**src/rtl/ram_pkt_ctrl.sv**
```systemverilog
// ram_pkt_ctrl: packet sequencer for the RAM system.
//
// Each go request pulses the data generator, writes PKT_LEN generated words
// into a simple dual-port RAM at addresses 0..PKT_LEN-1, then reads the packet
// back in address order and presents it with a valid strobe.
//
// Ports:
//   i_clk, i_rst          clock, synchronous active-high reset
//   i_go                  start one packet (sampled only in IDLE)
//   o_gen_start           one-cycle start pulse to the generator
//   i_gen_valid/_data     generator output stream
//   o_ram_wr_*            registered RAM write port
//   o_ram_rd_en/_addr     RAM read port (RAM answers one cycle later)
//   i_ram_rd_data         RAM read data
//   o_rd_valid/_data      readback stream
//   o_busy, o_done        status; done pulses once per completed packet
//   o_pkt_cnt             completed packets (wraps)
//   o_err, o_err_cnt      readback check result
//
// Optional: define RAM_PKT_CHECK_EN to compare each readback word against
// base+i, where base is the first word written in the packet. Without it
// o_err/o_err_cnt are tied to 0.

module ram_pkt_ctrl #(
    parameter int DATA_W  = 32,
    parameter int ADDR_W  = 6,
    parameter int PKT_LEN = 64
) (
    input  logic              i_clk,
    input  logic              i_rst,
    input  logic              i_go,
    output logic              o_gen_start,
    input  logic              i_gen_valid,
    input  logic [DATA_W-1:0] i_gen_data,
    output logic              o_ram_wr_en,
    output logic [ADDR_W-1:0] o_ram_wr_addr,
    output logic [DATA_W-1:0] o_ram_wr_data,
    output logic              o_ram_rd_en,
    output logic [ADDR_W-1:0] o_ram_rd_addr,
    input  logic [DATA_W-1:0] i_ram_rd_data,
    output logic              o_rd_valid,
    output logic [DATA_W-1:0] o_rd_data,
    output logic              o_busy,
    output logic              o_done,
    output logic [7:0]        o_pkt_cnt,
    output logic              o_err,
    output logic [7:0]        o_err_cnt
);

    // One extra counter bit so PKT_LEN == 2**ADDR_W still compares cleanly.
    localparam int               CNT_W = ADDR_W + 1;
    localparam logic [CNT_W-1:0] LAST  = CNT_W'(PKT_LEN - 1);

    localparam logic [2:0] S_IDLE  = 3'd0;
    localparam logic [2:0] S_START = 3'd1;
    localparam logic [2:0] S_WRITE = 3'd2;
    localparam logic [2:0] S_READ  = 3'd3;
    localparam logic [2:0] S_DRAIN = 3'd4;
    localparam logic [2:0] S_DONE  = 3'd5;

    logic [2:0]        state_q, state_d;
    logic [CNT_W-1:0]  wr_cnt_q, wr_cnt_d;
    logic [CNT_W-1:0]  rd_cnt_q, rd_cnt_d;
    logic              wr_en_q, wr_en_d;
    logic [ADDR_W-1:0] wr_addr_q, wr_addr_d;
    logic [DATA_W-1:0] wr_data_q, wr_data_d;
    logic              rd_vld_q, rd_vld_d;
    logic [7:0]        pkt_cnt_q, pkt_cnt_d;
    logic              wr_acc;
    logic              rd_en;

    // Generator beats are only accepted in WRITE; stray beats are dropped.
    assign wr_acc = (state_q == S_WRITE) && i_gen_valid;
    assign rd_en  = (state_q == S_READ);

    always_comb begin
        state_d   = state_q;
        wr_cnt_d  = wr_cnt_q;
        rd_cnt_d  = rd_cnt_q;
        pkt_cnt_d = pkt_cnt_q;
        wr_en_d   = wr_acc;
        wr_addr_d = wr_addr_q;
        wr_data_d = wr_data_q;
        rd_vld_d  = rd_en;

        if (wr_acc) begin
            wr_addr_d = wr_cnt_q[ADDR_W-1:0];
            wr_data_d = i_gen_data;
        end

        case (state_q)
            S_IDLE: begin
                if (i_go) state_d = S_START;
            end
            S_START: begin
                wr_cnt_d = '0;
                rd_cnt_d = '0;
                state_d  = S_WRITE;
            end
            S_WRITE: begin
                if (wr_acc) begin
                    if (wr_cnt_q == LAST) begin
                        wr_cnt_d = '0;
                        state_d  = S_READ;
                    end else begin
                        wr_cnt_d = wr_cnt_q + CNT_W'(1);
                    end
                end
            end
            S_READ: begin
                if (rd_cnt_q == LAST) begin
                    rd_cnt_d = '0;
                    state_d  = S_DRAIN;
                end else begin
                    rd_cnt_d = rd_cnt_q + CNT_W'(1);
                end
            end
            // Last readback word is valid here.
            S_DRAIN: state_d = S_DONE;
            S_DONE: begin
                pkt_cnt_d = pkt_cnt_q + 8'd1;
                state_d   = S_IDLE;
            end
            default: state_d = S_IDLE;
        endcase
    end

    always_ff @(posedge i_clk) begin
        if (i_rst) begin
            state_q   <= S_IDLE;
            wr_cnt_q  <= '0;
            rd_cnt_q  <= '0;
            wr_en_q   <= 1'b0;
            wr_addr_q <= '0;
            wr_data_q <= '0;
            rd_vld_q  <= 1'b0;
            pkt_cnt_q <= '0;
        end else begin
            state_q   <= state_d;
            wr_cnt_q  <= wr_cnt_d;
            rd_cnt_q  <= rd_cnt_d;
            wr_en_q   <= wr_en_d;
            wr_addr_q <= wr_addr_d;
            wr_data_q <= wr_data_d;
            rd_vld_q  <= rd_vld_d;
            pkt_cnt_q <= pkt_cnt_d;
        end
    end

    assign o_gen_start   = (state_q == S_START);
    assign o_ram_wr_en   = wr_en_q;
    assign o_ram_wr_addr = wr_addr_q;
    assign o_ram_wr_data = wr_data_q;
    assign o_ram_rd_en   = rd_en;
    assign o_ram_rd_addr = rd_cnt_q[ADDR_W-1:0];
    assign o_rd_valid    = rd_vld_q;
    // Gated so the readback bus is quiet (zero) outside valid cycles.
    assign o_rd_data     = rd_vld_q ? i_ram_rd_data : '0;
    assign o_busy        = (state_q != S_IDLE);
    assign o_done        = (state_q == S_DONE);
    assign o_pkt_cnt     = pkt_cnt_q;

`ifdef RAM_PKT_CHECK_EN
    logic [DATA_W-1:0] base_q, base_d;
    logic [CNT_W-1:0]  chk_idx_q, chk_idx_d;
    logic              err_q, err_d;
    logic [7:0]        err_cnt_q, err_cnt_d;
    logic              mismatch;

    always_comb begin
        base_d    = base_q;
        chk_idx_d = chk_idx_q;
        err_d     = err_q;
        err_cnt_d = err_cnt_q;

        // First accepted word of the packet is the reference.
        if (wr_acc && (wr_cnt_q == '0)) base_d = i_gen_data;

        if (state_q == S_START)  chk_idx_d = '0;
        else if (rd_vld_q)       chk_idx_d = chk_idx_q + CNT_W'(1);

        mismatch = rd_vld_q && (i_ram_rd_data != (base_q + DATA_W'(chk_idx_q)));
        if (mismatch) begin
            err_d = 1'b1;
            if (err_cnt_q != 8'hFF) err_cnt_d = err_cnt_q + 8'd1;
        end
    end

    always_ff @(posedge i_clk) begin
        if (i_rst) begin
            base_q    <= '0;
            chk_idx_q <= '0;
            err_q     <= 1'b0;
            err_cnt_q <= '0;
        end else begin
            base_q    <= base_d;
            chk_idx_q <= chk_idx_d;
            err_q     <= err_d;
            err_cnt_q <= err_cnt_d;
        end
    end

    assign o_err     = err_q;
    assign o_err_cnt = err_cnt_q;
`else
    assign o_err     = 1'b0;
    assign o_err_cnt = 8'd0;
`endif

endmodule

```
**config.mk**
```make
export PLATFORM = sky130hd
export DESIGN_NAME = ram_pkt_ctrl
export DESIGN_NICKNAME = d
export VERILOG_FILES = /design/src/rtl/ram_pkt_ctrl.sv
export SDC_FILE = /design/constraint.sdc
export NUM_CORES = 1
export LEC_CHECK = 0
export ABC_AREA = 1
export BUFFER_PORTS_ARGS = -buffer_cell sky130_fd_sc_hd__buf_2
export CAP_MARGIN = 20
export CELL_PAD_IN_SITES_DETAIL_PLACEMENT = 0
export CELL_PAD_IN_SITES_GLOBAL_PLACEMENT = 1
export CORE_MARGIN = 1
export CORE_UTILIZATION = 32
export CTS_CLUSTER_SIZE = 12
export DETAILED_ROUTE_END_ITERATION = 10
export PLACE_DENSITY_LB_ADDON = 0.1
export SETUP_SLACK_MARGIN = 0.2
export SKIP_LAST_GASP = 1
export SLEW_MARGIN = 20
export SYNTH_ARGS = -nofsm -noshare
export SYNTH_HDL_FRONTEND = slang
export SYNTH_SLANG_ARGS = --single-unit
```
**constraint.sdc**
```tcl
create_clock -name i_clk -period 2.5 [get_ports i_clk]
set_clock_uncertainty 0.15 [all_clocks]
set_input_delay 0.125 -clock i_clk [delete_from_list [all_inputs] [get_ports i_clk]]
set_output_delay 0.125 -clock i_clk [all_outputs]
set_load 0.02 [all_outputs]
```
==> run metrics, run 1 <==
status=completed; crit path DAT=1.64 ns; Max-Cap Viols=0; clock slew at reported path FFs=0.08 ns; Req. time, crit path=2.23 ns; Final HPWL DP=5960 µm; critical path peak fanout=23; CP peak stage delay=0.75 ns; worst path cell trace=buf_4, nand2_1, inv_1, buf_2; die area=0.0101 mm²; num ports=167; R2R depth=8; reg2reg setup slack=0.71 ns; drt first pass iters=6; WHS Endpoint=o_ram_wr_data[4]; flops & latches, synth=65; register area share after synthesis=0.421; commonest non-fill, non-tap cell in the layout=buf_2; Hold Crit Start=i_gen_valid; initial antenna violation count=0; pwr dens=766 mW/mm²; Mapped Cells=454; routability cong.=0.754; core area=0.00928 mm²; transition time of the tightest slew-check pin=0.671 ns; grt total ovfl=0; crit share post-route=0.767; syn avg cell area=6.81 µm²; drc violations=0; most frequent cells in the layout=157 x buf_2, 128 x nand2_1, 65 x dfxtp_1; antenna viol nets, final=0; mapped cell area=0.00309 mm²; IO buf count=157; post-synthesis cell type count=28; Tmin final=1.92 ns; first-pass GRT wire length=13,600 µm; final WL=8750 µm; crit path kind=flop to output port; TNS Setup=0 ns; post-cts sizing count=0; Final Max Slew Viols=0; max_slew headroom=0.552; reg2reg end=wr_cnt_q[3]; HP Class=input port to flop; H-Tree Depth=3; initial core utilization=0.333; final setup vio count=0; largest net degree at the start of global routing=47; CTS Hold Bufs=33; Die Width=100 µm; # diodes=0; GRT Overall Usage=0.172; vias in the first global route=3,040; DR iter-0 viols=81; post-DR vias/cell=4.46; Worst Setup End Kind=output port; Finished Core Util=0.480; fin worst setup slack=0.583 ns; RSZ-0062 raised after global routing=no; # rows=35; CP max-delay cell=dfxtp_1; Setup crit start kind=flop; Yosys warnings=0; TritonCTS sink count=65; layout cells sized above 1=0.291; CTS Buf Count=9; Final Hold Fails=0; WL/cell=11.4 µm; CTS Root Cell=clkbuf_8; dpl ws=0.703 ns; total number of vias=3,410; area delta synth->final=44.1%; Worst VDD drop=330 µV; Bufs on Longest Clock Path=2; worst skew pair latency=0.35 ns; Leakage=0.00239 µW; # nets final=702; hold path depth=3; Die H=100 µm; number of buffers added for setup after CTS=0; fmax=0.522 GHz; RR Startpoint=state_q[2]; CTS tree=done
cell usage after synthesis:
library cell,count,area (µm²)
a21oi_1,50,250
a21oi_2,1,8.76
a32o_1,1,10.0
a41oi_1,1,8.76
buf_1,1,3.75
buf_2,9,45.0
buf_4,16,120
buf_6,2,22.5
clkbuf_1,9,33.8
conb_1,1,3.75
dfxtp_1,65,1300
ha_1,3,37.5
inv_1,61,229
inv_2,1,3.75
nand2_1,128,480
nand2_2,3,18.8
nand3_1,56,280
nand3b_1,1,7.51
nand4_1,4,25.0
nor2_1,22,82.6
nor2_2,1,6.26
nor3_1,3,15.0
nor3_2,2,20.0
nor3b_1,1,7.51
o211ai_1,1,7.51
o21ai_0,8,40.0
o21bai_1,2,15.0
xor2_1,1,8.76
through the flow:
stage	std cells	area, µm²	hold slack [ns]	power [µW]
final	765	4460	0.0360	3410
after floorplan	462	3120	0.140	2000
after global routing	765	4460	0.0470	3610
after CTS	765	4460	0.0269	3450
after detailed placement	716	3880	0.254	2290
after global placement	716	3880	0.247	2280
metal layers:
layer  up-vias  track usage  part of all wire
met5         -            0                 0
met1      1518        0.188              0.42
met3        14       0.0369             0.056
met4         0       0.0836             0.025
li1       1767            -                 -
met2       111        0.315              0.50
worst max-delay path: cells and delay by family (launching register included):
kind | cells | cell delay, ns
DFF | 1 | 0.75
buffers and inverters | 3 | 0.48
and+or+nand+nor | 1 | 0.07
cell type report:
class                      instances  area [µm²]
clock buffer                      11         141
inverter                          62         233
clock inverter                     5         103
sequential                        65        1300
fill                             939        4830
timing repair buffer             195        1150
tap                              129         161
multi-input combinational        298        1360
cells by family after synthesis:
logic type	after synthesis	synth area share
buffers and inverters	99	0.148
xor gates and xnor gates	1	0.00283
other	1	0.00121
adders and majority gates	3	0.0121
DFF	65	0.421
AOI/OAI and AO/OA	64	0.110
and+or+nand+nor	221	0.305
where the power goes:
group          switching [µW]  leakage [µW]  total [µW]  internal (µW)
logic                     730       0.00174        1080            346
registers                84.2      0.000526        1230           1140
clock network             422      0.000120        1110            689
total                    1240       0.00239        3410           2180
flip-flops by register name, summed over array words and instances (netlist names):
| name | count |
|---|---|
| o_ram_wr_data | 32 |
| o_rd_valid | 1 |
| rd_cnt_q | 7 |
| wr_cnt_q | 7 |
| o_ram_wr_addr | 6 |
| o_ram_wr_en | 1 |
| o_pkt_cnt | 8 |
| state_q | 3 |
worst max-delay path by stage:
stage          startpoint      endpoint  slack, ns  depth (start not counted)
5_1_grt        o_rd_valid  o_rd_data[2]       0.41                          4
2_1_floorplan  state_q[2]    state_q[0]       1.00                          8
6_report       o_rd_valid  o_rd_data[7]       0.58                          4
3_3_place_gp   state_q[2]   wr_cnt_q[4]       0.75                          8
4_1_cts        o_rd_valid  o_rd_data[7]       0.52                          4
3_5_place_dp   state_q[2]   wr_cnt_q[4]       0.70                          8
Power figures use the tool's default switching activity.
==> run 2: changes to the inputs <==
--- a/config.mk
+++ b/config.mk
@@ -11,7 +11,7 @@
 export CELL_PAD_IN_SITES_DETAIL_PLACEMENT = 0
 export CELL_PAD_IN_SITES_GLOBAL_PLACEMENT = 1
 export CORE_MARGIN = 1
-export CORE_UTILIZATION = 32
+export CORE_UTILIZATION = 27
 export CTS_CLUSTER_SIZE = 12
 export DETAILED_ROUTE_END_ITERATION = 10
 export PLACE_DENSITY_LB_ADDON = 0.1
==> constraint.sdc (replaced) <==
create_clock -name i_clk -period 1.54 [get_ports i_clk]
set_clock_uncertainty 0.15 [all_clocks]
set_input_delay 0.077 -clock i_clk [delete_from_list [all_inputs] [get_ports i_clk]]
set_output_delay 0.077 -clock i_clk [all_outputs]
set_load 0.02 [all_outputs]
==> run 2 against run 1 <==
Compared with the run above:
- final area up 29%
- largest power group is now combinational cells
- wire length up 18%
- sequential cell count stayed put
- total power grew 110%
==> run metrics, run 2 (synthesis results as in run 1) <==
layout cells sized above 1=0.500 (+0.209); Setup crit start kind=flop; Worst VDD drop=770 µV (+130%); Bufs on Longest Clock Path=2 (unchanged); IO buf count=157 (unchanged); reg2reg end=rd_cnt_q[4]; Worst Setup End Kind=output port; Req. time, crit path=1.31 ns (-0.92 ns); CTS Root Cell=clkbuf_16; num ports=167 (unchanged); Crit path top cell by count=buf_6; WL/cell=12.6 µm (+9.9%); crit share post-route=0.921; CTS tree=done; drc violations=0 (unchanged); Final Max Slew Viols=0 (unchanged); Internal Power=4630 µW (+110%); # nets final=748 (+6.6%); status=completed; final setup vio count=0 (unchanged); RR Startpoint=state_q[0]; clock slew at reported path FFs=0.06 ns (-0.02 ns); Fill cells=1,073 (+14%); Die Width=109 µm (+8.7%); DR iter-0 viols=95 (+17%); buffer and inverter count on the worst path=4 (+1); vias in the first global route=3,231 (+6.3%); grt total ovfl=0 (unchanged); Placed Area=0.00410 mm² (+5.5%); transition time of the tightest slew-check pin=0.610 ns (-0.0607 ns); NetSw=2590 µW (+110%); total number of vias=3,643 (+6.8%); GRT Overall Usage=0.158 (-0.0136); multi-input logic area=0.00180 mm² (+32%); fmax=0.705 GHz; hold path depth=4 (+1); HP Class=input port to flop; cell area after layout=0.00574 mm² (+29%); WHS Endpoint=o_ram_wr_en; Die H=109 µm (+8.7%); worst path cell trace=buf_6, nand3_4, buf_6, inv_4, buf_6; CP peak stage delay=0.37 ns (-0.38 ns); CP max-delay cell=dfxtp_4; post-DR vias/cell=4.43 (-0.58%); sequential share of power=0.280 (-0.079); core area=0.0110 mm² (+18%); pwr dens=1260 mW/mm² (+64%); Final HPWL DP=6370 µm (+6.8%); # diodes=0 (unchanged); die area=0.0119 mm² (+18%); most frequent cells in the layout=121 x buf_2, 89 x nand2_1, 53 x dfxtp_1; Clock Power Share=0.310 (-0.016); max reg flops=32 (unchanged); largest net degree at the start of global routing=44 (-6.4%); Tmin final=1.42 ns; RSZ-0062 raised after global routing=yes; Max-Cap Viols=0 (unchanged); CP delay by family, top=buffers and inverters; initial antenna violation count=0 (unchanged); reg2reg setup slack=0.17 ns (-0.54 ns); TNS Setup=0 ns (unchanged); Leakage=0.00295 µW (+24%); H-Tree Depth=3 (unchanged); R2R depth=7 (-1); max_slew headroom=0.593 (+0.0406); FF+latch area=0.00133 mm² (+1.9%); TritonCTS sink count=65 (unchanged); Net Sw Frac=0.359 (-0.00332); final WL=10,300 µm (+18%); Comb power frac=0.410 (+0.095); Hold Crit Start=i_gen_valid; worst skew pair latency=0.33 ns (-0.02 ns); Final Hold Fails=0 (unchanged); critical path peak fanout=3 (-87%); # rows=38 (+8.6%); CTS Buf Count=9 (unchanged); drt first pass iters=4 (-2); initial core utilization=0.282 (-0.0515); worst setup path startpoint=state_q[0]; crit path DAT=1.19 ns (-0.45 ns); first-pass GRT wire length=14,800 µm (+8.9%); routability cong.=0.744 (-1.3%); crit path kind=flop to output port; area delta synth->final=85.7%; commonest non-fill, non-tap cell in the layout=buf_2; antenna viol nets, final=0 (unchanged)
==> run 2: power groups by stage <==
| stage | combinational (µW) | clock (µW) | sequential (µW) |
|---|---|---|---|
| finish | 2960 | 2240 | 2020 |
| CTS | 2370 | 2320 | 1970 |
| global placement | 2010 | 0 | 1980 |
| floorplan | 1120 | 0 | 2150 |
| global route | 3210 | 2380 | 2040 |
| detailed placement | 2000 | 0 | 1990 |
==> run 2: final cells by class <==
cell class | instances | area share
clock inverters | 7 | 0.0176
well taps | 140 | 0.0305
multi-input cells | 298 | 0.314
repair buffers | 241 | 0.324
inverters | 62 | 0.0440
clock buffers | 9 | 0.0392
flip-flops and latches | 65 | 0.231
==> run 2: metal layers <==
layer | up-vias | global-route usage | wire length (µm)
li1 | 1865 | - | -
met1 | 1664 | 0.189 | 4210
met2 | 109 | 0.277 | 5420
met3 | 5 | 0.0472 | 639
met4 | 0 | 0.0376 | 61
met5 | - | 0 | 0
==> run 2: how the worst max path moves through the flow <==
stage / to / slack [ns] / cells past startpoint
6_report: o_done / 0.12 / 5
5_1_grt: wr_cnt_q[5] / 0.06 / 10
4_1_cts: o_busy / 0.11 / 4
3_5_place_dp: o_ram_wr_data[22] / 0.08 / 7
3_3_place_gp: rd_cnt_q[3] / 0.10 / 6
2_1_floorplan: state_q[0] / 0.16 / 8
==> run 2: stage by stage <==
step / instances / hold slack [ns] / utilization / total power [µW] / setup slack [ns]
floorplan: 462 / 0.0920 / - / 3270 / 0.159
global placement: 752 / 0.191 / 0.373 / 3990 / 0.101
detailed placement: 752 / 0.185 / 0.373 / 3990 / 0.0786
CTS: 811 / 0.0847 / 0.455 / 6660 / 0.111
global route: 822 / 0.152 / 0.523 / 7640 / 0.0562
finish: 822 / 0.126 / 0.523 / 7220 / 0.122
==> run 2: worst reg2reg max path, stage by stage, from the launching register on <==
cell	delay, ns
dfxtp_4	0.37
inv_1	0.08
nor2_4	0.16
buf_6	0.12
nand3_2	0.07
o21bai_1	0.15
o211ai_1	0.10
nor2_1	0.13
==> run 2: what timing repair did <==
item                                    in CTS  in global routing
pin swaps                                    6                 20
endpoints found under the setup margin      87                 97
gates resized for setup                     47                210
endpoints found under the hold margin       36                  0
hold buffers                                34                  0
setup buffers                                8                  7
cloned                                       1                  4
==> run 3: changes to the inputs <==
--- a/config.mk
+++ b/config.mk
@@ -6,7 +6,7 @@
 export NUM_CORES = 1
 export LEC_CHECK = 0
 export ABC_AREA = 1
-export BUFFER_PORTS_ARGS = -buffer_cell sky130_fd_sc_hd__buf_2
+export BUFFER_PORTS_ARGS = -buffer_cell sky130_fd_sc_hd__buf_4
 export CAP_MARGIN = 20
 export CELL_PAD_IN_SITES_DETAIL_PLACEMENT = 0
 export CELL_PAD_IN_SITES_GLOBAL_PLACEMENT = 1
==> run 3 against run 2 <==
Compared with the run above:
- sequential cell count stayed put
- first-iteration DRC count is 13% lower
- fmax decreased by 0.38%
- hold slack better by 0.0091 ns
- clock power down 3%
- critical path depth grew 4
- via count grew 1.6%
- cell count up 0.97%
- worst setup slack got worse by 0.0053 ns
==> run metrics, run 3 (synthesis results as in run 1) <==
status=completed; TritonCTS sink count=65 (unchanged); grt total ovfl=0 (unchanged); CTS tree=done; vias in the first global route=3,269 (+1.2%); crit share post-route=0.924 (+0.00347); commonest non-fill, non-tap cell in the layout=buf_4; pwr dens=1230 mW/mm² (-2.2%); HP Class=input port to flop; max reg flops=32 (unchanged); drc violations=0 (unchanged); final setup vio count=0 (unchanged); RSZ-0062 raised after global routing=yes; routability cong.=0.754 (+1.4%); Bufs on Longest Clock Path=2 (unchanged); max_slew headroom=0.593 (about the same); cell area after layout=0.00638 mm² (+11%); Max-Cap Viols=0 (unchanged); initial core utilization=0.282 (unchanged); dpl ws=0.0461 ns (-0.0324 ns); layout cells sized above 1=0.533 (+0.0333); IO buf count=157 (unchanged); Placed Area=0.00445 mm² (+8.7%); clock slew at reported path FFs=0.06 ns (about the same); # diodes=0 (unchanged); WL/cell=13.4 µm (+7.0%); CTS Buf Count=9 (unchanged); Final Hold Fails=0 (unchanged); most frequent cells in the layout=160 x buf_4, 77 x nand2_1, 54 x dfxtp_1; num ports=167 (unchanged); Worst VDD drop=624 µV (-19%); Die H=109 µm (unchanged); Final HPWL DP=6510 µm (+2.1%); GRT Overall Usage=0.168 (+0.00999); DR iter-0 viols=83 (-13%); Tmin final=1.42 ns (+0.00534 ns); antenna viol nets, final=0 (unchanged); first-pass GRT wire length=15,600 µm (+5.2%); critical path peak fanout=7 (+4); Leakage=0.00313 µW (+5.9%); fin worst setup slack=0.117 ns (-0.00534 ns); largest net degree at the start of global routing=29 (-34%); Req. time, crit path=1.61 ns (+0.30 ns); H-Tree Depth=3 (unchanged); final WL=11,200 µm (+8.1%); die area=0.0119 mm² (unchanged); CTS Root Cell=clkbuf_16; # nets final=757 (+1.2%); initial antenna violation count=0 (unchanged); Finished Core Util=0.581 (+0.0582); Final Max Slew Viols=0 (unchanged); fmax=0.703 GHz (-0.38%); Setup crit start kind=flop; # rows=38 (unchanged); area delta synth->final=106%; Die Width=109 µm (unchanged); drt first pass iters=4 (unchanged); post-DR vias/cell=4.46 (+0.67%); core area=0.0110 mm² (unchanged); Fill cells=999 (-6.9%); crit path DAT=1.49 ns (+0.30 ns); worst skew pair latency=0.33 ns (about the same); transition time of the tightest slew-check pin=0.610 ns (-0.000841 ns); TNS Setup=0 ns (unchanged); total number of vias=3,703 (+1.6%); crit path kind=flop to flop; Worst Setup End Kind=flop
==> run 3: critical path: stages, from the launching register on <==
cell	delay, ns
dfxtp_4	0.36
nor2_4	0.13
nand2_4	0.08
inv_8	0.07
nand2_8	0.07
buf_6	0.13
nand2_8	0.08
nand2_2	0.06
nand2_4	0.10
nor2_1	0.06
==> run 3: worst paths after layout <==
kind	from	endpoint	slack, ns	depth (start not counted)
worst max-delay path	state_q[2]	wr_cnt_q[4]	0.12	9
worst min-delay path	i_rst	state_q[1]	0.14	3
worst max register to register	state_q[2]	wr_cnt_q[4]	0.12	9
worst min register to register	wr_cnt_q[6]	wr_cnt_q[6]	0.30	2
==> run 3: cell type report <==
cell class	instances	area, µm²	area share
Sequential cell	65	1330	0.208
Tap cell	140	175	0.0274
Clock inverter	6	92.6	0.0145
Timing Repair Buffer	249	2350	0.368
Clock buffer	9	225	0.0353
Inverter	62	248	0.0388
Multi-Input combinational cell	299	1970	0.308
==> run 3: power breakdown <==
part	leakage, µW	internal (µW)	switching (µW)
clock	0.000148	1420	769
sequential	0.000532	1880	163
combinational	0.00245	1750	1870
total	0.00313	5040	2800
==> run 3: through the flow <==
step	total power, µW	instances	hold WS (ns)
floorplan	3270	462	0.0920
global placement	4100	747	0.212
detailed placement	4100	747	0.216
CTS	7120	813	0.0616
global route	8270	830	0.167
finish	7850	830	0.135
==> run 3: metal layers <==
metal / vias to the layer above / part of all wire / wire length (µm) / GRT usage
li1: 1885 / - / - / -
met1: 1699 / 0.40 / 4520 / 0.190
met2: 111 / 0.53 / 5950 / 0.307
met3: 8 / 0.056 / 626 / 0.0520
met4: 0 / 0.0057 / 64 / 0.0396
met5: - / 0 / 0 / 0
==> run 3: timing repair <==
action,CTS,global route
gates cloned,5,7
hold buffers,35,0
hold endpoints to repair,33,0
gates resized for setup,66,188
buffers inserted,11,10
endpoints found under the setup margin,95,91
pin swaps,11,18
